### src/rtl/stack_sequencer.sv
// stack_sequencer: sequences stack-machine operations over an external 32-entry
// stack (single clock, synchronous active-high reset).
//
// Ports:
//   clk, rst                 clock and synchronous active-high reset
//   op_valid, op_code,
//   op_data, op_ready        operation request handshake (accepted when both high)
//   done, err, result        completion pulse, rejection flag, registered result
//   stk_push/stk_pop/stk_tos strobes to the stack, at most one high per cycle
//   stk_din, stk_dout        push data (registered) / read data (valid the cycle
//                            after a pop or tos strobe)
module stack_sequencer #(
  parameter int DATA_W = 8
) (
  input  logic              clk,
  input  logic              rst,
  input  logic              op_valid,
  input  logic [2:0]        op_code,
  input  logic [DATA_W-1:0] op_data,
  output logic              op_ready,
  output logic              done,
  output logic              err,
  output logic [DATA_W-1:0] result,
  output logic              stk_push,
  output logic              stk_pop,
  output logic              stk_tos,
  output logic [DATA_W-1:0] stk_din,
  input  logic [DATA_W-1:0] stk_dout
);

  localparam logic [2:0] OP_PUSH = 3'b000;
  localparam logic [2:0] OP_POP  = 3'b001;
  localparam logic [2:0] OP_TOS  = 3'b010;
  localparam logic [2:0] OP_ADD  = 3'b011;
  localparam logic [2:0] OP_SUB  = 3'b100;
  localparam logic [2:0] OP_AND  = 3'b101;
  localparam logic [2:0] OP_NOT  = 3'b110;
  localparam logic [2:0] OP_DUP  = 3'b111;

  localparam logic [3:0] S_IDLE    = 4'd0;
  localparam logic [3:0] S_POP_A   = 4'd1;
  localparam logic [3:0] S_CAP_A   = 4'd2;
  localparam logic [3:0] S_CAP_B   = 4'd3;
  localparam logic [3:0] S_TOS_RD  = 4'd4;
  localparam logic [3:0] S_TOS_CAP = 4'd5;
  localparam logic [3:0] S_PUSH    = 4'd6;
  localparam logic [3:0] S_DONE    = 4'd7;
  localparam logic [3:0] S_ERR     = 4'd8;

  logic [3:0]        state_q, state_d;
  logic [2:0]        opc_q, opc_d;
  logic [5:0]        depth_q, depth_d;
  logic [DATA_W-1:0] a_q, a_d;
  logic [DATA_W-1:0] result_q, result_d;
  logic [DATA_W-1:0] din_q, din_d;

  function automatic logic is_binary(input logic [2:0] code);
    return (code == OP_ADD) || (code == OP_SUB) || (code == OP_AND);
  endfunction

  // Underflow needs 0/1/2 operands; anything that grows the stack needs room.
  function automatic logic reject(input logic [2:0] code, input logic [5:0] depth);
    logic [5:0] need;
    logic       grows;
    need  = is_binary(code) ? 6'd2 : ((code == OP_PUSH) ? 6'd0 : 6'd1);
    grows = (code == OP_PUSH) || (code == OP_DUP);
    return (depth < need) || (grows && (depth >= 6'd32));
  endfunction

  // a is the first-popped (top) operand, b the one below it.
  function automatic logic [DATA_W-1:0] alu(input logic [2:0] code,
                                            input logic [DATA_W-1:0] a,
                                            input logic [DATA_W-1:0] b);
    case (code)
      OP_ADD:  return b + a;
      OP_SUB:  return b - a;
      default: return b & a;
    endcase
  endfunction

  // Strobes and status decode straight from registered state.
  assign op_ready = (state_q == S_IDLE);
  assign done     = (state_q == S_DONE) || (state_q == S_ERR);
  assign err      = (state_q == S_ERR);
  assign stk_push = (state_q == S_PUSH);
  assign stk_pop  = (state_q == S_POP_A) || ((state_q == S_CAP_A) && is_binary(opc_q));
  assign stk_tos  = (state_q == S_TOS_RD);
  assign stk_din  = din_q;
  assign result   = result_q;

  always_comb begin
    state_d  = state_q;
    opc_d    = opc_q;
    depth_d  = depth_q;
    a_d      = a_q;
    result_d = result_q;
    din_d    = din_q;

    if (stk_push)     depth_d = depth_q + 6'd1;
    else if (stk_pop) depth_d = depth_q - 6'd1;

    case (state_q)
      S_IDLE: begin
        if (op_valid) begin
          opc_d = op_code;
          if (reject(op_code, depth_q)) begin
            state_d = S_ERR;
          end else if (op_code == OP_PUSH) begin
            din_d   = op_data;
            state_d = S_PUSH;
          end else if ((op_code == OP_TOS) || (op_code == OP_DUP)) begin
            state_d = S_TOS_RD;
          end else begin
            state_d = S_POP_A;
          end
        end
      end
      S_POP_A: state_d = S_CAP_A;
      S_CAP_A: begin
        a_d = stk_dout;
        if (opc_q == OP_POP) begin
          result_d = stk_dout;
          state_d  = S_DONE;
        end else if (opc_q == OP_NOT) begin
          din_d   = ~stk_dout;
          state_d = S_PUSH;
        end else begin
          state_d = S_CAP_B;
        end
      end
      S_CAP_B: begin
        din_d   = alu(opc_q, a_q, stk_dout);
        state_d = S_PUSH;
      end
      S_TOS_RD: state_d = S_TOS_CAP;
      S_TOS_CAP: begin
        if (opc_q == OP_TOS) begin
          result_d = stk_dout;
          state_d  = S_DONE;
        end else begin
          din_d   = stk_dout;
          state_d = S_PUSH;
        end
      end
      S_PUSH: begin
        result_d = din_q;
        state_d  = S_DONE;
      end
      default: state_d = S_IDLE;
    endcase
  end

  always_ff @(posedge clk) begin
    if (rst) begin
      state_q  <= S_IDLE;
      depth_q  <= 6'd0;
      result_q <= '0;
      din_q    <= '0;
    end else begin
      state_q  <= state_d;
      depth_q  <= depth_d;
      result_q <= result_d;
      din_q    <= din_d;
    end
  end

  // Operand/opcode holding registers need no reset: they are always written
  // before being used.
  always_ff @(posedge clk) begin
    opc_q <= opc_d;
    a_q   <= a_d;
  end

endmodule

### config.mk
export PLATFORM = sky130hd
export DESIGN_NAME = stack_sequencer
export DESIGN_NICKNAME = d
export VERILOG_FILES = /design/src/rtl/stack_sequencer.sv
export SDC_FILE = /design/constraint.sdc
export NUM_CORES = 1
export LEC_CHECK = 0
export CORE_UTILIZATION = 40
export CTS_CLUSTER_DIAMETER = 60
export DETAILED_ROUTE_END_ITERATION = 8
export PLACE_DENSITY = 0.68
export SLEW_MARGIN = 20
export SYNTH_ARGS = -nofsm -noshare
export SYNTH_HDL_FRONTEND = slang
export SYNTH_SLANG_ARGS = --single-unit
### constraint.sdc
create_clock -name clk -period 3.3 [get_ports clk]
set_input_delay 0.33 -clock clk [delete_from_list [all_inputs] [get_ports clk]]
set_output_delay 0.33 -clock clk [all_outputs]
set_load 0.02 [all_outputs]
==> out/metrics.cfg, run 1 <==
[critical_path]
cp-startpoint = a_q[1]
crit_chain = nor3_1, a21oi_1, xnor2_1, ha_1, nand2_1, o21ai_0, nor2_1, xnor2_1, or4b_1, a41oi_1
critPathKind = flip-flop to flip-flop
crit_required_ps = 3510
end_kind = flip-flop
crit_path_max_fanout = 4
r2r-start = a_q[1]
cp_slowest_stage_delay_ps = 490
cp_common_cell = xnor2_1
cpMaxStageDelayCell = nor3_1
start_kind = flip-flop
cp.arrival_ps = 3130

[global_routing]
grt_pass1_wl_um = 12200
grt_pass1_vias = 2426
gr-total-overflow = 0
antenna_found_initial = 0
grt_usage_pct = 21.4
grt_max_degree = 25

[synthesis]
synthMuxAreaShare_pct = 2.55
ys_ff_latch = 37
synth_enable_flop_cells = 11
synth_top_family_by_area = simple AND/OR/NAND/NOR gates
synth.avg_cell_area_um2 = 8.22
synth-seq-area-share_pct = 31.0
synth_top_area_share_pct = 19.0
synth_area_leaders = dfxtp_1 19%, edfxtp_1 12%, a21oi_1 7.1%
synth_compound_area_share_pct = 23.7
yosys.area_share.adder_pct = 7.84
synth_nets = 372
ys_types = 59
synth-simple-area-share_pct = 24.8
synth-xor-area-share_pct = 4.79
ys_warn_count = 0
yosysTopAreaCell = dfxtp_1
synth_area_mm2 = 0.00275
async_flop_share_pct = 0
synthFlopType = dfxtp_1
synthCells = 334

[final_layout]
fin_cells = 452
multiInputGateArea_mm2 = 0.00175
diodes = 0
final_common_cell = clkdlybuf4s50_1
final_util_pct = 51.0
regArea_um2 = 851
num-fill-cells = 638
final_nets = 412
final_layout_size_suffix_gt1_share_pct = 7.47
final_cell_mix = 43 x clkdlybuf4s50_1, 39 x a21oi_1, 37 x nor2_1
area_growth_pct = 20.7

[routing]
post-route-drc-count = 0
viasPerCell = 5.84
wl_um = 7340
routedWlPerCell_um = 16.2
drt_iter0_drc = 183
antenna_left = 0
routed-via-count = 2638
dr.pass1.iters = 5

[pwr]
combPwrFrac_pct = 54.8
p_switching_mw = 0.956
p_seq_share_pct = 31.1
p_leak_nw = 1.28
clock_power_share_pct = 14.1
powerDensity_mw_per_mm2 = 676
vdd_ir_drop_max_mv = 0.551
p_sw_share_pct = 42.7
p_int_mw = 1.29

[clock_tree]
post_cts_buffers = 0
numClockSinks = 37
cts_tree = yes
clk_latency_ps = 300
root_buffer = clkbuf_8
cts_resized = 0
cts.htree.levels = 2
cts_buffers = 5
ctsLongestPathBuffers = 2
path_clk_slew_ps = 80
postCtsHoldBufs = 0

[floorplanning]
dieArea_mm2 = 0.00720
num_rows = 29
ios = 44
initial_core_util_pct = 42.3
die_w_um = 84.8
core_mm2 = 0.00649
die_y_um = 84.8

[timing]
fin_crit_sh_pct = 88.6
hold_violations = 0
worst_pin_slew_ps = 794
rsz0062_at_grt = no
fin_skew_ps = 9.21
post-route-min-period_ps = 2920
setup_viol = 0
fmax_mhz = 342
fin_setup_tns_ps = 0
relSlewSlack_pct = 47.0
maxSlewViolCount = 0

[place]
routabilityCongestion = 0.871
io_buffers = 43
dp.cells = 444
dpl.hpwl_um = 5460

[job]
maxCapViolCount = 0

[min_path]
hold_path_class = flip-flop to flip-flop
min_from = result[1]

[outcome]
outcome = finished, final reports clean

cells in the mapped netlist, types with 2 or more instances:
cell type  number
a211oi_1        2
a21o_1          4
a21oi_1        39
a21oi_2         2
a221o_1         2
a221oi_1        7
a311oi_2        3
a31o_1          2
a31oi_1         5
and2_1          4
and3_1          5
buf_2           2
buf_6           3
clkbuf_1       11
dfxtp_1        26
edfxtp_1       11
fa_1            2
ha_1           14
inv_1          11
inv_2           3
mux2i_1         7
nand2_1        28
nand2b_1        8
nand3_1         7
nand3b_1        4
nor2_1         37
nor2b_1         7
nor3_1          9
nor3b_1         2
nor4_1          7
o21a_1          4
o21ai_0        10
o21ai_1         4
o32ai_1         2
or3_1           2
or4b_1          2
xnor2_1        13
xor2_1          2
flip-flops by register name, indices dropped and copies added (netlist names):
signal / flops
result: 8
stk_din: 8
a_q: 8
depth_q: 6
opc_q: 3
state_q: 4
worst paths after layout:
check	slack (ps)	cells past startpoint	to
worst max-delay path	380	10	stk_din[7]
worst min-delay path	490	2	result[1]
worst max register to register	380	10	stk_din[7]
worst min register to register	490	2	result[1]
power groups by stage:
stage	clock network (mW)	registers (mW)	logic, mW
floorplan	0	0.681	0.931
global placement	0	0.704	1.19
detailed placement	0	0.705	1.21
CTS	0.317	0.695	1.22
global route	0.341	0.715	1.37
finish	0.316	0.697	1.23
cell type report:
class,count,share of cell area [%]
Clock buffer,6,2.19
Tap cell,77,2.91
Multi-Input combinational cell,266,52.8
Timing Repair Buffer,50,14.6
Clock inverter,2,0.302
Sequential cell,37,25.7
Inverter,14,1.59
cell families (layout without fill, tap and decap cells):
logic type      after synthesis  after routing
buf+inv                      31             72
mux                           7              7
simple gates                131            131
compound gates               97             97
flops                        37             37
fa+ha+maj                    16             16
xor+xnor                     15             15
worst max-delay path, delay by kind of cell, from the launching register on:
family / cells / cell delay, ps
XOR/XNOR: 2 / 300
adder cells (fa/ha/maj): 1 / 330
AND/OR/NAND/NOR: 4 / 1160
AO/OA/AOI/OAI: 3 / 580
flip-flops: 1 / 450
metal layers:
metal  vias to the layer above  part of all wire, %  global-route usage (%)  wire [um]
li1                       1295                    -                       -          -
met1                      1252                   46                    29.5       3390
met2                        78                   48                    34.7       3500
met3                        13                  4.7                    3.79        347
met4                         0                  1.3                    5.86         97
met5                         -                    0                       0          0
metrics by stage:
stage	power, mW	setup slack, ps	hold slack [ps]	cell area, um^2
floorplan	1.61	531	429	2750
global placement	1.90	402	474	3230
detailed placement	1.92	291	485	3230
CTS	2.24	400	503	3310
global route	2.43	102	520	3310
finish	2.24	376	493	3310
No activity file was read; power rests on OpenSTA's default activity.
==> run 2: changes to the inputs <==
--- a/config.mk
+++ b/config.mk
@@ -6,9 +6,11 @@
 export NUM_CORES = 1
 export LEC_CHECK = 0
 export CORE_UTILIZATION = 40
+export CTS_BUF_LIST = sky130_fd_sc_hd__clkbuf_16
 export CTS_CLUSTER_DIAMETER = 60
 export DETAILED_ROUTE_END_ITERATION = 8
 export PLACE_DENSITY = 0.68
+export RECOVER_POWER = 100
 export SLEW_MARGIN = 20
 export SYNTH_ARGS = -nofsm -noshare
 export SYNTH_HDL_FRONTEND = slang
==> run 2 against run 1 <==
  * Register-to-register slack lost 20 ps
  * Wire length unchanged
  * Sequential share of layout area down 0.33 points
  * Critical path type unchanged
==> out/metrics.cfg, run 2 (synthesis gave the netlist of run 1 again) <==
[min_path]
min_from = result[1]
whs_endpoint = result[1]
hold_path_class = flip-flop to flip-flop
hold_path_depth = 2  ; unchanged

[global_routing]
grt_usage_pct = 21.8  ; +0.39 points
grt_pass1_vias = 2434  ; +0.33%
gr-total-overflow = 0  ; unchanged
grt_pass1_wl_um = 12300  ; +1.2%
grt_max_degree = 25  ; unchanged
antenna_found_initial = 0  ; unchanged

[critical_path]
start_kind = flip-flop
cpMaxStageDelayCell = nor3_1
critPathKind = flip-flop to flip-flop
crit_required_ps = 3490  ; -20 ps
crit_chain = nor3_1, a21oi_1, xnor2_1, ha_1, nand2_1, o21ai_0, nor2_1, xnor2_1, or4b_1, a41oi_1
r2r_cells = 10  ; unchanged
cp_common_cell = xnor2_1
cp.arrival_ps = 3140  ; about the same
r2r-end = stk_din[7]
worst-r2r-setup-slack_ps = 360  ; -20 ps
cp_num_buf_inv = 0  ; unchanged
crit_path_max_fanout = 4  ; unchanged
cp_slowest_stage_delay_ps = 500  ; about the same
end_kind = flip-flop
cpLargestDelayFamily = simple AND/OR/NAND/NOR gates
r2r-start = a_q[0]

[timing]
relSlewSlack_pct = 20.1  ; -27 points
hold_violations = 0  ; unchanged
fin_crit_sh_pct = 89.2  ; +0.63 points
maxSlewViolCount = 0  ; unchanged
fmax_mhz = 340  ; -0.71%
fin_setup_tns_ps = 0  ; unchanged
post-route-min-period_ps = 2940  ; +20.9 ps
fin_skew_ps = 5.56  ; -3.65 ps
setup_ws_ps = 355  ; -20.9 ps
setup_viol = 0  ; unchanged
rsz0062_at_grt = no
worst_pin_slew_ps = 1200  ; +404 ps

[floorplanning]
num_rows = 29  ; unchanged
die_w_um = 84.8  ; unchanged
initial_core_util_pct = 42.3  ; unchanged
core_mm2 = 0.00649  ; unchanged
ios = 44  ; unchanged
die_y_um = 84.8  ; unchanged
dieArea_mm2 = 0.00720  ; unchanged

[clock_tree]
path_clk_slew_ps = 60  ; -20 ps
postCtsHoldBufs = 0  ; unchanged
clk_latency_ps = 280  ; -20 ps
root_buffer = clkbuf_16
cts.htree.levels = 2  ; unchanged
ctsLongestPathBuffers = 2  ; unchanged
cts_buffers = 5  ; unchanged
post_cts_buffers = 0  ; unchanged
numClockSinks = 37  ; unchanged
cts_tree = yes
cts_resized = 0  ; unchanged

[final_layout]
final_cell_mix = 40 x a21oi_1, 37 x nor2_1, 33 x dlygate4sd3_1
final_common_cell = a21oi_1
final_layout_size_suffix_gt1_share_pct = 6.40  ; -1.1 points
area_growth_pct = 22.3
final_nets = 412  ; unchanged
num-fill-cells = 637  ; -0.16%
diodes = 0  ; unchanged

[place]
pre_cts_slack_ps = 291  ; unchanged
io_buffers = 43  ; unchanged
routabilityCongestion = 0.871  ; unchanged
dpl.hpwl_um = 5460  ; unchanged

[pwr]
vdd_ir_drop_max_mv = 0.457  ; -17%
p_leak_nw = 1.38  ; +7.5%
powerDensity_mw_per_mm2 = 699  ; +3.3%

[routing]
post-route-drc-count = 0  ; unchanged
drt_iter0_drc = 210  ; +15%
routed-via-count = 2598  ; -1.5%
routedWlPerCell_um = 16.2  ; unchanged
antenna_left = 0  ; unchanged
viasPerCell = 5.75  ; -1.5%
dr.pass1.iters = 4  ; -1
wl_um = 7340  ; unchanged

[outcome]
outcome = finished, final reports clean

[job]
maxCapViolCount = 0  ; unchanged

[run 2: cell types whose count changed in the layout (fill, tap and decap cells not counted), moves of 2 or more]
cell	before	now
clkdlybuf4s50_1	43	10
dlygate4sd3_1	0	33
clkbuf_16	0	5
clkbuf_8	5	0
inv_1	11	13
o21ai_0	10	12
o21ai_1	4	2
[run 2: layout make-up]
class / count / area, um^2 / area share, %
Clock buffer: 5 / 125 / 3.73
Clock inverter: 3 / 13.8 / 0.410
Tap cell: 77 / 96.3 / 2.87
Inverter: 14 / 52.6 / 1.56
Multi-Input combinational cell: 266 / 1740 / 51.8
Sequential cell: 37 / 851 / 25.3
Timing Repair Buffer: 50 / 479 / 14.3
[run 2: worst min-delay path, cell delays in order, from the launching register on]
cell and delay (ps):
dfxtp_1 320, a21oi_1 60, nor2_1 70
[run 2: metal layers]
metal | global-route usage [%] | vias up | routed length [um]
li1 | - | 1292 | -
met1 | 29.8 | 1237 | 3440
met2 | 35.0 | 58 | 3500
met3 | 3.70 | 11 | 280
met4 | 7.24 | 0 | 120
met5 | 0 | - | 0
[run 2: metrics by stage]
stage               cells  total power, mW  hold slack, ps  utilization (%)  area, um^2
finish                452             2.35             483             51.7        3360
global route          452             2.53             517             51.7        3360
CTS                   452             2.39             499             51.9        3370
detailed placement    444             1.92             485             49.8        3230
global placement      444             1.90             474             49.8        3230
floorplan             334             1.61             429                -        2750
[run 2: where the power goes]
part | switching [mW] | leakage, nW | internal [mW]
Sequential | 0.128 | 0.311 | 0.570
Combinational | 0.649 | 0.992 | 0.538
Clock | 0.186 | 0.0748 | 0.274
[run 2: worst max-delay path by stage]
stage | from | to | slack [ps] | cells after the start
after global routing | state_q[3] | result[3] | 70 | 7
after global placement | op_code[0] | stk_din[7] | 400 | 10
after detailed placement | op_code[0] | stk_din[7] | 290 | 10
after floorplan | opc_q[0] | stk_din[7] | 530 | 10
after CTS | a_q[0] | stk_din[7] | 400 | 10
final | a_q[0] | stk_din[7] | 360 | 10
==> run 3: changes to the inputs <==
--- a/config.mk
+++ b/config.mk
@@ -5,13 +5,13 @@
 export SDC_FILE = /design/constraint.sdc
 export NUM_CORES = 1
 export LEC_CHECK = 0
+export CORE_MARGIN = 3
 export CORE_UTILIZATION = 40
 export CTS_BUF_LIST = sky130_fd_sc_hd__clkbuf_16
 export CTS_CLUSTER_DIAMETER = 60
 export DETAILED_ROUTE_END_ITERATION = 8
 export PLACE_DENSITY = 0.68
 export RECOVER_POWER = 100
-export SLEW_MARGIN = 20
 export SYNTH_ARGS = -nofsm -noshare
 export SYNTH_HDL_FRONTEND = slang
 export SYNTH_SLANG_ARGS = --single-unit
==> run 3 against run 2 <==
  * Sequential power barely moved
  * Maximum frequency is 1.1% higher
  * Via count is 1.9% higher
  * Power is 0.21% higher
  * Non-clock buffer count is 1 higher
  * Highest routed layer unchanged
==> out/metrics.cfg, run 3 (synthesis gave the netlist of run 1 again) <==
[outcome]
outcome = finished, final reports clean

[routing]
dr.pass1.iters = 4  ; unchanged
post-route-drc-count = 0  ; unchanged
viasPerCell = 5.84  ; +1.7%
wl_um = 7490  ; +2.1%
routed-via-count = 2647  ; +1.9%
drt_iter0_drc = 221  ; +5.2%
antenna_left = 0  ; unchanged
routedWlPerCell_um = 16.5  ; +1.8%

[clock_tree]
post_cts_buffers = 0  ; unchanged
cts_resized = 0  ; unchanged
postCtsHoldBufs = 0  ; unchanged
cts.htree.levels = 2  ; unchanged
cts_buffers = 5  ; unchanged
ctsLongestPathBuffers = 2  ; unchanged
numClockSinks = 37  ; unchanged
cts_tree = yes
path_clk_slew_ps = 60  ; about the same
root_buffer = clkbuf_16
clk_latency_ps = 280  ; about the same

[final_layout]
final_util_pct = 51.7  ; about the same
final_layout_size_suffix_gt1_share_pct = 6.65  ; +0.25 points
diodes = 0  ; unchanged
final_cell_mix = 40 x a21oi_1, 37 x nor2_1, 31 x dlygate4sd3_1
area_growth_pct = 22.4  ; about the same
final_common_cell = a21oi_1
final_nets = 413  ; +0.24%
num-fill-cells = 636  ; -0.16%

[critical_path]
worst-r2r-setup-slack_ps = 440  ; +80 ps
critPathKind = flip-flop to primary output
crit_required_ps = 2970  ; -520 ps
end_kind = primary output
start_kind = flip-flop
cp.arrival_ps = 2580  ; -560 ps
crit_path_max_fanout = 13  ; +9

[place]
io_buffers = 43  ; unchanged
routabilityCongestion = 0.937  ; +7.5%
pre_cts_slack_ps = 290  ; -1.05 ps
dpl.hpwl_um = 5560  ; +2.0%

[global_routing]
grt_pass1_vias = 2488  ; +2.2%
grt_max_degree = 25  ; unchanged
grt_pass1_wl_um = 12300  ; about the same
gr-total-overflow = 0  ; unchanged
antenna_found_initial = 0  ; unchanged
grt_usage_pct = 20.0  ; -1.8 points

[min_path]
hold_path_class = flip-flop to flip-flop

[pwr]
vdd_ir_drop_max_mv = 0.462  ; +1.0%
p_leak_nw = 1.37  ; -0.95%
powerDensity_mw_per_mm2 = 700  ; +0.17%
p_total_mw = 2.35  ; +0.21%

[timing]
fin_skew_ps = 5.96  ; +0.403 ps
fmax_mhz = 343  ; +1.1%
setup_viol = 0  ; unchanged
worst_pin_slew_ps = 1130  ; -64.7 ps
maxSlewViolCount = 0  ; unchanged
rsz0062_at_grt = no
hold_violations = 0  ; unchanged
relSlewSlack_pct = 24.5  ; +4.3 points
post-route-min-period_ps = 2910  ; -31.3 ps
fin_setup_tns_ps = 0  ; unchanged
fin_crit_sh_pct = 88.3  ; -0.95 points
setup_ws_ps = 386  ; +31.3 ps

[floorplanning]
die_w_um = 88.8  ; +4.7%
die_y_um = 88.8  ; +4.7%
num_rows = 29  ; unchanged
dieArea_mm2 = 0.00789  ; +9.7%
core_mm2 = 0.00649  ; unchanged
ios = 44  ; unchanged
initial_core_util_pct = 42.3  ; unchanged

[job]
maxCapViolCount = 0  ; unchanged

run 3: path summary, 6_finish.rpt:
check / from / endpoint / cells after the start
setup / recovery: state_q[1] / stk_push / 4
hold / removal: depth_q[4] / depth_q[4] / 2
setup reg to reg: opc_q[1] / stk_din[7] / 11
hold reg to reg: depth_q[4] / depth_q[4] / 2
run 3: area by class of cell:
cell class / instances / area [um^2] / area share [%]
multi-input combinational: 266 / 1740 / 51.8
clock buffer: 5 / 125 / 3.72
clock inverter: 3 / 17.5 / 0.521
timing repair buffer: 51 / 477 / 14.2
sequential: 37 / 851 / 25.3
inverter: 14 / 52.6 / 1.56
tap: 77 / 96.3 / 2.87
run 3: through the flow:
stage,hold WS [ps],std cells,area [um^2]
3_5_place_dp,478,445,3240
3_3_place_gp,475,445,3240
4_1_cts,488,453,3380
6_report,483,453,3360
2_1_floorplan,429,334,2750
5_1_grt,531,453,3360
run 3: power breakdown:
| group | switching, mW | internal, mW | total (mW) |
|---|---|---|---|
| Combinational | 0.649 | 0.540 | 1.19 |
| Sequential | 0.128 | 0.570 | 0.698 |
| Clock | 0.187 | 0.277 | 0.464 |
| Total | 0.965 | 1.39 | 2.35 |
run 3: per-layer routing:
| metal | track usage (%) | share of wire [%] | vias to the layer above |
|---|---|---|---|
| met5 | 0 | 0 | - |
| met4 | 4.40 | 0.87 | 0 |
| met3 | 4.66 | 5.0 | 8 |
| met2 | 33.5 | 49 | 69 |
| met1 | 26.2 | 45 | 1262 |
| li1 | - | - | 1308 |
run 3: critical path: stages (launching register included):
cell,delay (ps)
dfxtp_1,610
nand3_1,480
clkbuf_2,340
inv_2,180
dlygate4sd3_1,700
